**config.mk**
```make
export PLATFORM = sky130hd
export DESIGN_NAME = s3g_int_ctrl
export DESIGN_NICKNAME = d
export VERILOG_FILES = /design/src/rtl/s3g_pkg.sv /design/src/rtl/s3g_int_timer.sv /design/src/rtl/s3g_int_ctrl.sv
export SDC_FILE = /design/constraint.sdc
export NUM_CORES = 1
export LEC_CHECK = 0
export ABC_CLOCK_PERIOD_IN_PS = 3150
export BUFFER_PORTS_ARGS = -buffer_cell sky130_fd_sc_hd__buf_2
export CAP_MARGIN = 15
export CORE_ASPECT_RATIO = 1.1
export CORE_MARGIN = 2
export CORE_UTILIZATION = 53
export CTS_CLUSTER_SIZE = 8
export DETAILED_ROUTE_END_ITERATION = 12
export MAX_ROUTING_LAYER = met4
export PLACE_DENSITY = 0.89
export SKIP_LAST_GASP = 1
export SYNTH_ARGS = -nofsm -noshare
export SYNTH_HDL_FRONTEND = slang
export SYNTH_HIERARCHICAL = 1
export SYNTH_SLANG_ARGS = --single-unit
```
**constraint.sdc**
```tcl
create_clock -name clk -period 3.15 [get_ports clk]
set_input_delay 0.315 -clock clk [delete_from_list [all_inputs] [get_ports clk]]
set_output_delay 0.315 -clock clk [all_outputs]
set_load 0.05 [all_outputs]
```
**src/rtl/s3g_pkg.sv**
```systemverilog
// s3g_pkg: shared types and constants for the s3g interrupt controller and packet transmitter
package s3g_pkg;
   typedef enum logic [1:0] {ST_IDLE, ST_REQ, ST_HOLD} int_state_t;
   localparam int INT_LOOPBACK = 31;
   localparam int INT_BE_COMPLETE = 30;
   localparam logic [15:0] REPORT_ID = 16'hFFFF;
   localparam logic [7:0] REPORT_CMD = 8'h50;
endpackage

```
**src/rtl/s3g_int_timer.sv**
```systemverilog
// s3g_int_timer: loadable down-counter that saturates at zero
//   clk, rst_n    clock, asynchronous active-low reset
//   i_load        load i_load_val (has priority over i_en)
//   i_en          decrement by one while nonzero
//   o_zero        counter currently holds zero
module s3g_int_timer #(
   parameter int TIMER_W = 24
) (
   input  logic               clk,
   input  logic               rst_n,
   input  logic               i_load,
   input  logic               i_en,
   input  logic [TIMER_W-1:0] i_load_val,
   output logic               o_zero
);
   logic [TIMER_W-1:0] r_count;
   always_ff @(posedge clk or negedge rst_n)
      if (!rst_n) r_count <= '0;
      else if (i_load) r_count <= i_load_val;
      else if (i_en && r_count != '0) r_count <= r_count - 1'b1;
   assign o_zero = (r_count == '0);
endmodule

```
**src/rtl/s3g_int_ctrl.sv**
```systemverilog
// s3g_int_ctrl: edge/level interrupt collector with mask, clear and periodic re-reporting
//   int_src                      interrupt sources, synchronous to clk
//   mode_wr/mode_data            per-channel mode, 1 = level, 0 = edge
//   mask_wr/mask_data            channel enables, 1 = enabled
//   clear_wr/clear_data          write-1-to-clear pending bits
//   ints_pending/ints_mask       pending and mask registers
//   report_req/report_data       report request and snapshot of pending & mask
//   report_ack                   one-cycle acceptance pulse from the transmitter
module s3g_int_ctrl import s3g_pkg::*; #(
   parameter int NUM_INTS     = 32,
   parameter int REPORT_TIMER = 15000,
   parameter int TIMER_W      = 24
) (
   input  logic                clk,
   input  logic                rst_n,
   input  logic [NUM_INTS-1:0] int_src,
   input  logic                mode_wr,
   input  logic [NUM_INTS-1:0] mode_data,
   input  logic                mask_wr,
   input  logic [NUM_INTS-1:0] mask_data,
   input  logic                clear_wr,
   input  logic [NUM_INTS-1:0] clear_data,
   output logic [NUM_INTS-1:0] ints_pending,
   output logic [NUM_INTS-1:0] ints_mask,
   output logic                report_req,
   output logic [NUM_INTS-1:0] report_data,
   input  logic                report_ack
);
   logic [NUM_INTS-1:0] r_int_prev, r_mode, r_pending, r_mask, r_reported, r_report_data;
   logic [NUM_INTS-1:0] w_set, w_clr, w_active, w_new;
   logic                w_load, w_en, w_zero;
   int_state_t          r_state, w_next;
   // level channels set while high, edge channels only on a rising edge
   assign w_set    = int_src & (r_mode | ~r_int_prev);
   assign w_clr    = clear_wr ? clear_data : '0;
   assign w_active = r_pending & r_mask;
   assign w_new    = w_active & ~r_reported;
   always_ff @(posedge clk or negedge rst_n)
      if (!rst_n) begin
         r_int_prev <= '0;
         r_pending  <= '0;
         r_mask     <= '1;
         r_mode     <= '0;
      end else begin
         r_int_prev <= int_src;
         r_pending  <= (r_pending & ~w_clr) | w_set;
         if (mask_wr) r_mask <= mask_data;
         if (mode_wr) r_mode <= mode_data;
      end
   // reported tracks the last snapshot sent so HOLD can spot newly active bits;
   // it is cleared whenever nothing is active so the next appearance counts as new
   always_ff @(posedge clk or negedge rst_n)
      if (!rst_n) begin
         r_reported    <= '0;
         r_report_data <= '0;
      end else if (r_state == ST_IDLE) begin
         r_reported <= w_active;
         if (|w_active) r_report_data <= w_active;
      end else if (r_state == ST_HOLD && ~|w_active) begin
         r_reported <= '0;
      end
   always_ff @(posedge clk or negedge rst_n)
      if (!rst_n) r_state <= ST_IDLE;
      else r_state <= w_next;
   always_comb begin
      w_next = r_state;
      case (r_state)
         ST_IDLE: w_next = |w_active ? ST_REQ : ST_IDLE;
         ST_REQ:  w_next = report_ack ? ST_HOLD : ST_REQ;
         ST_HOLD: w_next = (|w_new || w_zero) ? ST_IDLE : ST_HOLD;
         default: w_next = ST_IDLE;
      endcase
   end
   always_comb begin
      report_req = (r_state == ST_REQ);
      w_load     = report_req && report_ack;
      w_en       = (r_state == ST_HOLD);
   end
   s3g_int_timer #(.TIMER_W(TIMER_W)) u_timer (
      .clk        (clk),
      .rst_n      (rst_n),
      .i_load     (w_load),
      .i_en       (w_en),
      .i_load_val (TIMER_W'(REPORT_TIMER - 1)),
      .o_zero     (w_zero)
   );
   assign ints_pending = r_pending;
   assign ints_mask    = r_mask;
   assign report_data  = r_report_data;
endmodule

```
Word level (Yosys, flattened, before mapping)
Index checks and enable logic that the tools add are counted.
- add/subtract/negate cells: 1
- multiplexer cells: 9
- bitwise operators: 9
- equality and inequality tests: 2
- reductions and logical operators: 13
- operators by type and width (kind ; count):
    bitwise AND 32 bit ; 4
    2-to-1 mux 32 bit ; 3
    inverter 32 bit ; 3
    bitwise OR 32 bit ; 2
    OR reduction 32 bit ; 2
    2-to-1 mux 24 bit ; 2
    zero test 24 bit ; 1
    nonzero test 24 bit ; 1
    subtractor 24 x 1 -> 24 bit, second input constant ; 1
    one-hot mux 2 bit (3 select lines) ; 1
    2-to-1 mux 2 bit ; 2
    nonzero test 2 bit ; 2
    logical AND 1 bit ; 3
    == test 2 x 1 -> 1 bit, second input constant ; 1
    == test 2 bit, second input constant ; 1
    zero test 2 bit ; 1
    AND reduction 2 bit ; 1
    zero test 1 bit ; 1
    logical OR 1 bit ; 1
    2-to-1 mux 1 bit ; 1
- output and inout port bits: 97
- logic and storage cells: 42
- bits in registers: 218
- input bits: 134

Depth between registers and ports, before layout
Gate-level depths: netlist of run 1.
- word-level depth: 6
- mapped depth: 11

Cells and area by module
The synthesis of run 1 kept the hierarchy.
- by module, submodules not included (module ; times used ; cells each ; sequential area each (um^2) ; area each (um^2)):
    s3g_int_ctrl ; 1 ; 628 ; 4894.7 ; 7697.4
    s3g_int_timer ; 1 ; 162 ; 600.6 ; 1562.7

Worst setup path after synthesis of run 1
OpenSTA, ideal clock, no wires.
- path kind: reg-to-reg
- start: register r_state[0]
- end: register u_timer.r_count[23]
- setup time: 0.129 ns
- arrival time: 2.218 ns
- cell stages (with the launch flop): 9
- clock period less this slack: 2.347 ns
- buffers on the path: 3
- slack: 0.803 ns
- path through: dfrtp_1 clkbuf_1 nor2b_1 and2_1 inv_1 buf_4 clkbuf_1 o211ai_1 nand3_1
- cells in the longest elaborated chain, start to end: 3
- ends and longest elaborated chain (what ; RTL line ; source):
    from (decl) ; s3g_int_ctrl.sv:32 ; int_state_t r_state, w_next;
    from (signal assigned) ; s3g_int_ctrl.sv:64 ; else r_state <= w_next;
    == test 2 x 1 -> 1 bit (*) ; s3g_int_ctrl.sv:75 ; report_req = (r_state == ST_REQ);
    via report_req ; s3g_int_ctrl.sv:25 ; output logic report_req,
    logical AND 1 bit (*) ; s3g_int_ctrl.sv:76 ; w_load = report_req && report_ack;
    via w_load ; s3g_int_ctrl.sv:31 ; logic w_load, w_en, w_zero;
    2-to-1 mux 24 bit / nonzero test 2 bit (equally long branches) ; - ;
    to (signal assigned) ; s3g_int_timer.sv:19 ; else if (i_load) r_count <= i_load_val;
    to (signal assigned) ; s3g_int_timer.sv:20 ; else if (i_en && r_count != '0) r_count <= r_count - 1'b1;
    to (decl) ; s3g_int_timer.sv:16 ; logic [TIMER_W-1:0] r_count;
Mark *: on every way through the listed nets, which the timed path passes. The rest lies on a longest branch.
A chain may end at the register's enable or synchronous reset.

Worst setup path after layout of run 1
- start: register r_pending[10] (netlist: ints_pending[10])
- end: register r_reported[16]
- cells in the longest elaborated chain, start to end: 5
- ends and longest elaborated chain (what ; RTL line ; source):
    from (decl) ; s3g_int_ctrl.sv:29 ; logic [NUM_INTS-1:0] r_int_prev, r_mode, r_pending, r_mask, r_reported, r_report_data;
    from (signal assigned) ; s3g_int_ctrl.sv:46 ; r_pending <= (r_pending & ~w_clr) | w_set;
    bitwise AND 32 bit ; s3g_int_ctrl.sv:36 ; assign w_active = r_pending & r_mask;
    OR reduction 32 bit ; s3g_int_ctrl.sv:59 ; end else if (r_state == ST_HOLD && ~|w_active) begin
    zero test 1 bit ; s3g_int_ctrl.sv:59 ;
    logical AND 1 bit ; s3g_int_ctrl.sv:59 ;
    nonzero test 2 bit (no line) ; - ;
    to (signal assigned) ; s3g_int_ctrl.sv:57 ; r_reported <= w_active;
    to (decl) ; s3g_int_ctrl.sv:29 ;
No other way between the ends.

==> results.md, run 1 <==
* First-pass GRT wire length at approximately 42 mm
* CP peak stage delay at 0.61 ns
* Main area contributors after synthesis: dfrtp_1, dfstp_2, mux2_2
* RePlAce Congestion at roughly 0.85
* Via density at 5.62
* WP depth at 6
* Peak Freq at 0.406 GHz
* Worst endpoint data arrival time at 2.88 ns
* Clock Latency Late Sink at approximately 0.56 ns
* Worst-path cell chain: nand2_1, nand4_1, or4_4, nor2_2, buf_4, o21ai_0
* Post-synthesis register bit count at roughly 220
* Maximum clock path buffer count at 3
* Average size of a mapped cell at around 12 sq um
* Slowest CP cell: or4_4
* Setup crit end kind: flop
* Vias in the first global route at 8,279
* Clk_skew at between 0.02 and 0.025 ns
* Seq/Total Area, Yosys at 0.593
* Status: finished, violations left
* Num ports at 231
* CP delay by family, top: simple AND/OR/NAND/NOR gates
* Clock slew at reported path FFs at 0.05 ns
* DRT iter0 DRCs at 570
* Post-layout nets at roughly 1.3k
* Layout Utilization at 0.720
* TritonCTS clock tree: built
* Slew Viols, Final at 0
* Final WL at 26.6 mm
* Power Total at between 10,000 and 15,000 uW
* H-tree depth at 1
* Largest net degree at the start of global routing at 96
* LEAKAGE at around 0.0056 uW
* Worst reg2reg setup slack at roughly 0.7 ns
* Dpl hpwl at 16.3 mm
* WL met3 at ~1.7 mm
* R2r worst-path depth at 6
* Antenna violations before repair at 0
* Main synth FF type: dfrtp_1
* Final worst path period share at 0.782
* CP Launch Type: flop
* Pwr/cell area at roughly 860 mW/mm^2
* Root buf cell: clkbuf_16
* Post-synth ARST share at 1.00
* IO Port Bufs at 230
* Yosys top cell by area: dfrtp_1
* Critical Path RT at 3.57 ns
* CTS Sinks at approximately 220
* Cell variety after synth at 65
* Min Hold Slack at -0.00250 ns
* Worst Tran Pin Value at slightly above 0.9 ns
* Failing checks: hold timing
* Detailed-route via count at 7,723
* Share of the synthesized area in the top cell type at 0.503
* Initial Util at 0.542
* FP Rows at 50
* Hold path depth at 2
* Final Non-Filler Cells at between 1k and 1.5k
* Min Tclk post-route at 2.46 ns
* Die Y at about 140 microns
* M1 WL at ~10 mm
* Placed Cells at ~1.3k
* Antenna Cells at 0
* Slew margin rel. at 0.382
* Worst vdd ir at just over 0.7 mV
* Num CTS Buffers at 31
* Fraction of layout cells with a size suffix above 1 at 0.356
* Max Used Layer: met4
* Most common cell in the synthesized netlist: dfrtp_1
* Hold Path Class: input pin to flop
* Crit Path Class: flop to flop
* Gr usage total at 0.297
* Setup TNS at 0 ns
* CP bufs+invs at 1
* Number of synthesized flops with an enable pin at 0
* Endpoints failing setup at 0
* DRC violations left at 0
* Mapped cell area at just over 0.009 sq mm
* Drt first pass iters at 5
* Met2 WL at approximately 14 mm
* Overflow after GRT at 0
* Avg WL per Cell at 19.3 microns
* Layout area overhead at 32.8%
* Die width at 130 microns
* Routed Antenna Nets at 0
* Critical path peak fanout at 21
* Hold Violations, Final at 1
* Ys Warns at 6
* Core ar. at about 0.017 sq mm
* Unrepaired setup endpoints after global routing: false
* Synthesized instance count at 790
* Top post-synthesis cells by count: dfrtp_1, nand2_1, mux2_2
* MaxCap Viol Count at 0
* Die area at ~0.019 sq mm
[power by group]
group / internal, uW / switching (uW) / leakage [uW]
clock: 1840 / 1210 / 0.000423
sequential: 3520 / 588 / 0.00254
combinational: 1120 / 2290 / 0.00259
total: 6470 / 4090 / 0.00555
[worst reg2reg max path, stage by stage (launching register included)]
cell	delay, ns
dfrtp_1	0.41
nand2_1	0.23
nand4_1	0.20
or4_4	0.61
nor2_2	0.40
buf_4	0.33
o21ai_0	0.15
[placed cells by master (no fill, tap or decap), drive strengths merged, types with 27 or more instances in the layout]
cell type	synthesis	routed
nand2b	34	34
o2bb2ai	27	27
mux2	67	67
nand2	111	111
clkbuf	26	54
a22o	32	32
buf	12	243
dfstp	32	32
o21ai	44	44
a21oi	34	34
dlygate4sd3	0	68
dfrtp	186	186
nor2	50	50
[flip-flops by register name, summed over array words and instances (netlist names)]
signal and count:
ints_pending 32, report_data 32, r_reported 32, r_mode 32, r_state 2, u_timer/r_count 24, r_int_prev 32, ints_mask 32
[layer usage]
metal  track usage  vias to the layer above
met2         0.500                      355
li1              -                     3461
met5             -                        -
met1         0.355                     3820
met3        0.0480                       87
met4         0.127                        0
[cell families after synthesis]
logic type	count (synthesis)	synth area share
simple gates	258	0.140
compound gates	185	0.147
other cells	2	0.000811
flops	218	0.593
fa+ha+maj	2	0.00270
xor+xnor	12	0.0114
buf+inv	45	0.0224
mux	68	0.0826
[worst paths after layout]
path / to / from
worst max-delay path: r_reported[16]$_DFFE_PN0P_ / ints_pending[10]$_DFF_PN0_
worst min register to register: report_data[30]$_DFFE_PN0P_ / report_data[30]$_DFFE_PN0P_
min in group asynchronous: r_mode[3]$_DFFE_PN0P_ / rst_n
worst max register to register: r_reported[16]$_DFFE_PN0P_ / ints_pending[10]$_DFF_PN0_
max in group asynchronous: ints_mask[17]$_DFFE_PN1P_ / rst_n
worst min-delay path: ints_mask[22]$_DFFE_PN1P_ / mask_data[22]
[through the flow]
stage / hold slack, ns / area, sq um / setup slack, ns
floorplan: 0.0194 / 9340 / 0.803
global placement: 0.379 / 10700 / 0.831
detailed placement: 0.382 / 10700 / 0.750
CTS: 0.000145 / 12300 / 0.748
global route: 0.00142 / 12300 / 0.569
finish: -0.00250 / 12300 / 0.688
[layout make-up]
type,instances,area (sq um)
sequential,218,5500
inverter,7,26.3
timing repair buffer,311,1950
multi-input combinational,549,3640
tap,234,293
clock buffer,54,862
clock inverter,2,28.8
fill,1082,4780
[repair_timing]
item | in CTS | in global routing
gates resized for setup | 0 | 0
setup buffers | 0 | 0
hold buffers | 67 | 1
endpoints found under the hold margin | 154 | 1
No activity file was read; power rests on OpenSTA's default activity.
==> inputs of run 2 (changes only) <==
Settings changed: ABC_AREA set to 1, ABC_CLOCK_PERIOD_IN_PS 3150 to 2100, CORE_UTILIZATION 53 to 48, PLACE_DENSITY 0.89 to 0.85.
Clock period 3.15 ns to 2.1 ns, I/O delays scaled along.
==> results.md, run 2 <==
* Combinational share of power at 0.354 (+0.031)
* Main area contributors after synthesis: dfrtp_1, nand2_1, dfstp_2
* CTS Sinks at 218 (unchanged)
* Gr usage total at 0.341 (+0.0443)
* Peak Freq at 0.537 GHz (+32%)
* DP Worst Slack at 0.336 ns (-0.415 ns)
* Setup crit end kind: flop
* Clock slew at reported path FFs at 0.05 ns (about the same)
* WP depth at 10 (+4)
* Maximum clock path buffer count at 3 (unchanged)
* Die Y at 151 microns (+6.0%)
* Worst vdd ir at 0.955 mV (+32%)
* Slew margin rel. at 0.413 (+0.0312)
* RePlAce Congestion at 0.925 (+8.5%)
* Largest net degree at the start of global routing at 65 (-32%)
* Mapped cell area at 0.00946 sq mm (+2.1%)
* Clock Latency Late Sink at 0.54 ns (-0.02 ns)
* FP Rows at 53 (+6.0%)
* Ys Warns at 6 (unchanged)
* Failing checks: hold timing
* Overflow after GRT at 0 (unchanged)
* Hold Path Class: input pin to flop
* LEAKAGE at 0.00675 uW (+22%)
* Worst-path cell chain: nand2_1, nand2_1, nor2_1, nand2_1, nor2_2, nand2_1, nand2_2, buf_12, nand2_1, nand2_1
* Yosys top cell by area: dfrtp_1
* Post-synthesis register bit count at 218 (unchanged)
* Switching portion of total power at 0.412 (+0.0246)
* Placed Area at 0.0110 sq mm (+2.6%)
* Avg WL per Cell at 19.8 microns (+2.3%)
* Core ar. at 0.0192 sq mm (+13%)
* GRT met1 Usage at 0.380 (+0.0248)
* Top post-synthesis cells by count: nand2_1, dfrtp_1, nand3_1
* Post-layout nets at 1,559 (+24%)
* Dpl hpwl at 18.5 mm (+13%)
* Critical Path RT at 2.56 ns (-1.01 ns)
* Die width at 138 microns (+6.0%)
* Setup TNS at 0 ns (unchanged)
* Met3 Use GR at 0.0579 (+0.00994)
* Most common cell in the synthesized netlist: nand2_1
* Psw at 6880 uW (+68%)
* DRC violations left at 0 (unchanged)
* Hold path depth at 3 (+1)
* Pint at 9840 uW (+52%)
* Slowest CP cell: dfrtp_1
* Setup WS post-layout at 0.236 ns (-0.451 ns)
* DRT iter0 DRCs at 1,080 (+89%)
* Num ports at 231 (unchanged)
* Commonest non-fill, non-tap cell in the layout: nand2_1
* Endpoints failing setup at 0 (unchanged)
* Layout area overhead at 38.2%
* Final WL at 33.6 mm (+26%)
* Via density at 5.58 (-0.72%)
* TritonCTS clock tree: built
* Top Usage Layer GRT: met2
* Cell variety after synth at 32 (-51%)
* CP bufs+invs at 1 (unchanged)
* Crit Path Class: flop to flop
* Min Hold Slack at -0.000459 ns (+0.00204 ns)
* Min Tclk post-route at 1.86 ns (-0.599 ns)
* Unrepaired setup endpoints after global routing: false
* Seq/Total Area, Yosys at 0.581 (-0.0123)
* Synthesized instance count at 1,039 (+32%)
* CP delay by family, top: simple AND/OR/NAND/NOR gates
* Post-synth ARST share at 1.00 (unchanged)
* Detailed-route via count at 9,463 (+23%)
* Clk network pwr share at 0.283 (-0.005)
* Initial Util at 0.492 (-0.0505)
* Average size of a mapped cell at 9.10 sq um (-22%)
* Fillers at 1,241 (+15%)
* Final worst path period share at 0.887 (+0.106)
* Slew Viols, Final at 0 (unchanged)
* Reg power frac at 0.363 (-0.026)
* Vias in the first global route at 9,957 (+20%)
* Pwr/cell area at 1280 mW/mm^2 (+49%)
* Post-CTS sizing at 0 (unchanged)
* IO Port Bufs at 230 (unchanged)
* R2r worst-path depth at 10 (+4)
* Antenna violations before repair at 3 (+3)
* H-tree depth at 1 (unchanged)
* Number of synthesized flops with an enable pin at 0 (unchanged)
* CTS Hold Bufs at 116 (+73%)
* Status: finished, violations left
* Cell mode on critical path: nand2_1
* Share of the synthesized area in the top cell type at 0.492 (-0.0104)
* Hold Violations, Final at 1 (unchanged)
* CP Launch Type: flop
* Most frequent cells in the layout: nand2_1, buf_2, dfrtp_1
* Drt first pass iters at 6 (+1)
* Fraction of layout cells with a size suffix above 1 at 0.262 (-0.0939)
* First-pass GRT wire length at 53.0 mm (+27%)
* Main synth FF type: dfrtp_1
* Worst Tran Pin Value at 0.881 ns (-0.0468 ns)
* Post-CTS Setup Inserts at 0 (unchanged)
* MaxCap Viol Count at 0 (unchanged)
* Die area at 0.0208 sq mm (+12%)
* Root buf cell: clkbuf_16
* Num CTS Buffers at 31 (unchanged)
* Clk_skew at 0.0135 ns (-0.00833 ns)
* Critical path peak fanout at 19 (-9.5%)
* Worst endpoint data arrival time at 2.33 ns (-0.55 ns)
* Routed Antenna Nets at 0 (unchanged)
* CP peak stage delay at 0.45 ns (-0.16 ns)
* Met2 Use GR at 0.573 (+0.0738)
* Cell area after layout at 0.0131 sq mm (+6.3%)
[run 2: cell types whose count changed after synthesis, sizes merged, moves of 16 or more]
cell,change
mux2,-35
inv,+69
a21oi,-33
nor2,+16
o2bb2ai,-27
nand2b,-34
nand2,+276
nand3,+97
[run 2: cell type report]
cell class | count | area [sq um] | share of cell area
Clock buffer | 56 | 870 | 0.0665
Timing Repair Buffer | 364 | 2510 | 0.192
Tap cell | 247 | 309 | 0.0236
Sequential cell | 218 | 5500 | 0.421
Multi-Input combinational cell | 732 | 3560 | 0.273
Inverter | 76 | 285 | 0.0218
Antenna cell | 3 | 7.51 | 0.000574
Clock inverter | 1 | 30.0 | 0.00230
[run 2: worst min-delay path: stages]
cell	delay, ns
buf_2	0.10
nand2_1	0.06
a22o_1	0.13
[run 2: path summary, 6_finish.rpt]
check | from | endpoint | slack [ns]
setup / recovery | ints_pending[31]$_DFF_PN0_ | report_data[5]$_DFFE_PN0P_ | 0.24
hold / removal | clear_data[15] | ints_pending[15]$_DFF_PN0_ | -0.0005
setup reg to reg | ints_pending[31]$_DFF_PN0_ | report_data[5]$_DFFE_PN0P_ | 0.24
hold reg to reg | report_data[22]$_DFFE_PN0P_ | report_data[22]$_DFFE_PN0P_ | 0.48
max in group asynchronous | rst_n | ints_mask[1]$_DFFE_PN1P_ | 1.02
min in group asynchronous | rst_n | ints_pending[10]$_DFF_PN0_ | 0.21
[run 2: cell families after synthesis]
group                    after synthesis  share of synthesized area
multiplexers                          32                     0.0381
buffers and inverters                111                     0.0513
AO/OA/AOI/OAI                         79                     0.0566
XOR/XNOR                              11                     0.0102
flip-flops                           218                      0.581
other                                  2                   0.000794
AND/OR/NAND/NOR                      584                      0.259
adder cells (fa/ha/maj)                2                    0.00265
[run 2: layer usage]
metal / vias up / share of wire
li1: 4079 / -
met1: 4528 / 0.34
met2: 658 / 0.51
met3: 198 / 0.079
met4: 0 / 0.072
met5: - / 0
[run 2: per-stage QoR]
stage          power (uW)  instances  utilization
2_1_floorplan        9910       1061            -
3_3_place_gp        11300       1521        0.572
3_5_place_dp        11500       1521        0.572
4_1_cts             16300       1694        0.679
5_1_grt             17500       1697        0.680
6_report            16700       1697        0.680
[run 2: power by group through the flow]
stage          clock (uW)  combinational (uW)  sequential (uW)
4_1_cts              4650                5710             5990
3_5_place_dp            0                5500             6020
6_report             4730                5920             6070
5_1_grt              4940                6390             6160
2_1_floorplan           0                2710             7210
3_3_place_gp            0                5350             5980
==> inputs of run 3 (changes only) <==
Settings changed: RECOVER_POWER set to 50.
==> results.md, run 3 (synthesis gave the netlist of run 2 again) <==
* Status: finished, violations left
* Failing checks: hold timing
* Maximum clock path buffer count at 3 (unchanged)
* Final worst path period share at 0.895 (+0.00787)
* LEAKAGE at 0.00665 uW (-1.6%)
* Commonest non-fill, non-tap cell in the layout: nand2_1
* Worst-path cell chain: nand2_1, nand2_1, nor2_1, nand2_1, nor2_2, nand2_1, nand2_2, buf_12, nand2_1, nand2_1
* Num ports at 231 (unchanged)
* Detailed-route via count at 9,493 (+0.32%)
* CP Launch Type: flop
* Antenna violations before repair at 3 (unchanged)
* Via density at 5.59 (+0.32%)
* R2r endpoint: report_data[5]$_DFFE_PN0P_
* Clock slew at reported path FFs at 0.06 ns (about the same)
* Slowest CP cell: dfrtp_1
* Final Non-Filler Cells at 1,697 (unchanged)
* Worst reg2reg path startpoint: ints_pending[31]$_DFF_PN0_
* Crit Path Class: flop to flop
* Fillers at 1,279 (+3.1%)
* Critical Path RT at 2.56 ns (about the same)
* First-pass GRT wire length at 53.0 mm (unchanged)
* Setup crit end kind: flop
* Critical path peak fanout at 19 (unchanged)
* Root buf cell: clkbuf_16
* Hold path depth at 3 (unchanged)
* Setup TNS at 0 ns (unchanged)
* Num CTS Buffers at 31 (unchanged)
* Hold path endpoint: ints_pending[26]$_DFF_PN0_
* Vias in the first global route at 9,957 (unchanged)
* Peak Freq at 0.532 GHz (-0.88%)
* Clock Latency Late Sink at 0.54 ns (about the same)
* HP Start: clear_data[26]
* Post-CTS Setup Inserts at 0 (unchanged)
* Layout Utilization at 0.675 (-0.00462)
* Dpl hpwl at 18.5 mm (unchanged)
* Overflow after GRT at 0 (unchanged)
* TritonCTS clock tree: built
* Core ar. at 0.0192 sq mm (unchanged)
* Slew Viols, Final at 0 (unchanged)
* CTS Sinks at 218 (unchanged)
* CP peak stage delay at 0.45 ns (about the same)
* Die area at 0.0208 sq mm (unchanged)
* Min Tclk post-route at 1.88 ns (+0.0165 ns)
* Die width at 138 microns (unchanged)
* R2r worst-path depth at 10 (unchanged)
* RePlAce Congestion at 0.925 (unchanged)
* Most frequent cells in the layout: nand2_1, buf_2, dfrtp_1
* Drt first pass iters at 6 (unchanged)
* Post-layout nets at 1,559 (unchanged)
* Initial Util at 0.492 (unchanged)
* Clk_skew at 0.0141 ns (+0.000607 ns)
* Avg WL per Cell at 19.8 microns (+0.21%)
* Hold Path Class: input pin to flop
* Slew margin rel. at 0.199 (-0.214)
* Placed Cells at 1,521 (unchanged)
* DRC violations left at 0 (unchanged)
* Fraction of layout cells with a size suffix above 1 at 0.236 (-0.0256)
* Pwr/cell area at 1290 mW/mm^2 (+0.62%)
* IO Port Bufs at 230 (unchanged)
* Die Y at 151 microns (unchanged)
* FP Rows at 53 (unchanged)
* Worst endpoint data arrival time at 2.34 ns (about the same)
* Min Hold Slack at -0.00225 ns (-0.00179 ns)
* Unrepaired setup endpoints after global routing: false
* Cell mode on critical path: nand2_1
* Hold Violations, Final at 2 (+1)
* Worst reg2reg setup slack at 0.22 ns (-0.02 ns)
* DRT iter0 DRCs at 987 (-8.6%)
* Gr usage total at 0.341 (unchanged)
* H-tree depth at 1 (unchanged)
* Endpoints failing setup at 0 (unchanged)
* Largest net degree at the start of global routing at 65 (unchanged)
* Worst vdd ir at 0.956 mV (about the same)
* Worst Tran Pin Value at 1.20 ns (+0.321 ns)
* Layout area overhead at 37.2%
* Routed Antenna Nets at 0 (unchanged)
* MaxCap Viol Count at 0 (unchanged)
* Final WL at 33.6 mm (+0.21%)
run 3: changes by cell type in the layout (fill, tap and decap cells not counted), sizes merged:
cell,change
clkbuf,+35
buf,-35
run 3: cell type report:
cell class | count | area [sq um] | area share
multi-input combinational | 732 | 3560 | 0.275
clock inverter | 1 | 30.0 | 0.00231
clock buffer | 56 | 870 | 0.0670
inverter | 76 | 285 | 0.0220
tap | 247 | 309 | 0.0238
antenna | 3 | 7.51 | 0.000578
sequential | 218 | 5500 | 0.423
timing repair buffer | 364 | 2420 | 0.186
run 3: critical path: cells and delay by family (launching register included):
| kind | cells | cell delay [ns] |
|---|---|---|
| simple gates | 9 | 1.14 |
| flops | 1 | 0.45 |
| buf+inv | 1 | 0.20 |
run 3: where the power goes:
group          internal, uW  switching [uW]  total, uW
Combinational          1720            4180       5890
Clock                  2870            1870       4740
Sequential             5230             847       6080
Total                  9820            6890      16700
run 3: what timing repair did:
action / 4_1_cts / 5_1_grt
hold endpoints to repair: 189 / 0
gates resized for setup: 0 / 0
hold buffers: 116 / 0
run 3: how the worst max path moves through the flow:
stage | start | endpoint | slack [ns]
5_1_grt | ints_pending[31]$_DFF_PN0_ | report_data[5]$_DFFE_PN0P_ | 0.05
4_1_cts | ints_pending[31]$_DFF_PN0_ | report_data[9]$_DFFE_PN0P_ | 0.28
3_5_place_dp | ints_pending[31]$_DFF_PN0_ | report_data[2]$_DFFE_PN0P_ | 0.34
3_3_place_gp | ints_pending[31]$_DFF_PN0_ | report_data[19]$_DFFE_PN0P_ | 0.38
6_report | ints_pending[31]$_DFF_PN0_ | report_data[5]$_DFFE_PN0P_ | 0.22
2_1_floorplan | r_state[0]$_DFF_PN0_ | u_timer/r_count[11]$_DFFE_PN0P_ | 0.12
run 3: layer usage:
metal,track usage,vias up,part of all wire
met2,0.573,693,0.50
met4,0.209,0,0.078
met1,0.380,4497,0.34
li1,-,4074,-
met3,0.0579,229,0.086
met5,-,-,0
run 3: metrics by stage:
| step | power, uW | area (sq um) | setup slack, ns | hold WS [ns] |
|---|---|---|---|---|
| after global placement | 11300 | 11000 | 0.384 | 0.196 |
| after detailed placement | 11500 | 11000 | 0.336 | 0.191 |
| after global routing | 17500 | 13000 | 0.0505 | 0.00454 |
| after floorplan | 9910 | 9540 | 0.118 | -0.0856 |
| after CTS | 16300 | 13100 | 0.278 | 0.00284 |
| final | 16700 | 13000 | 0.220 | -0.00225 |
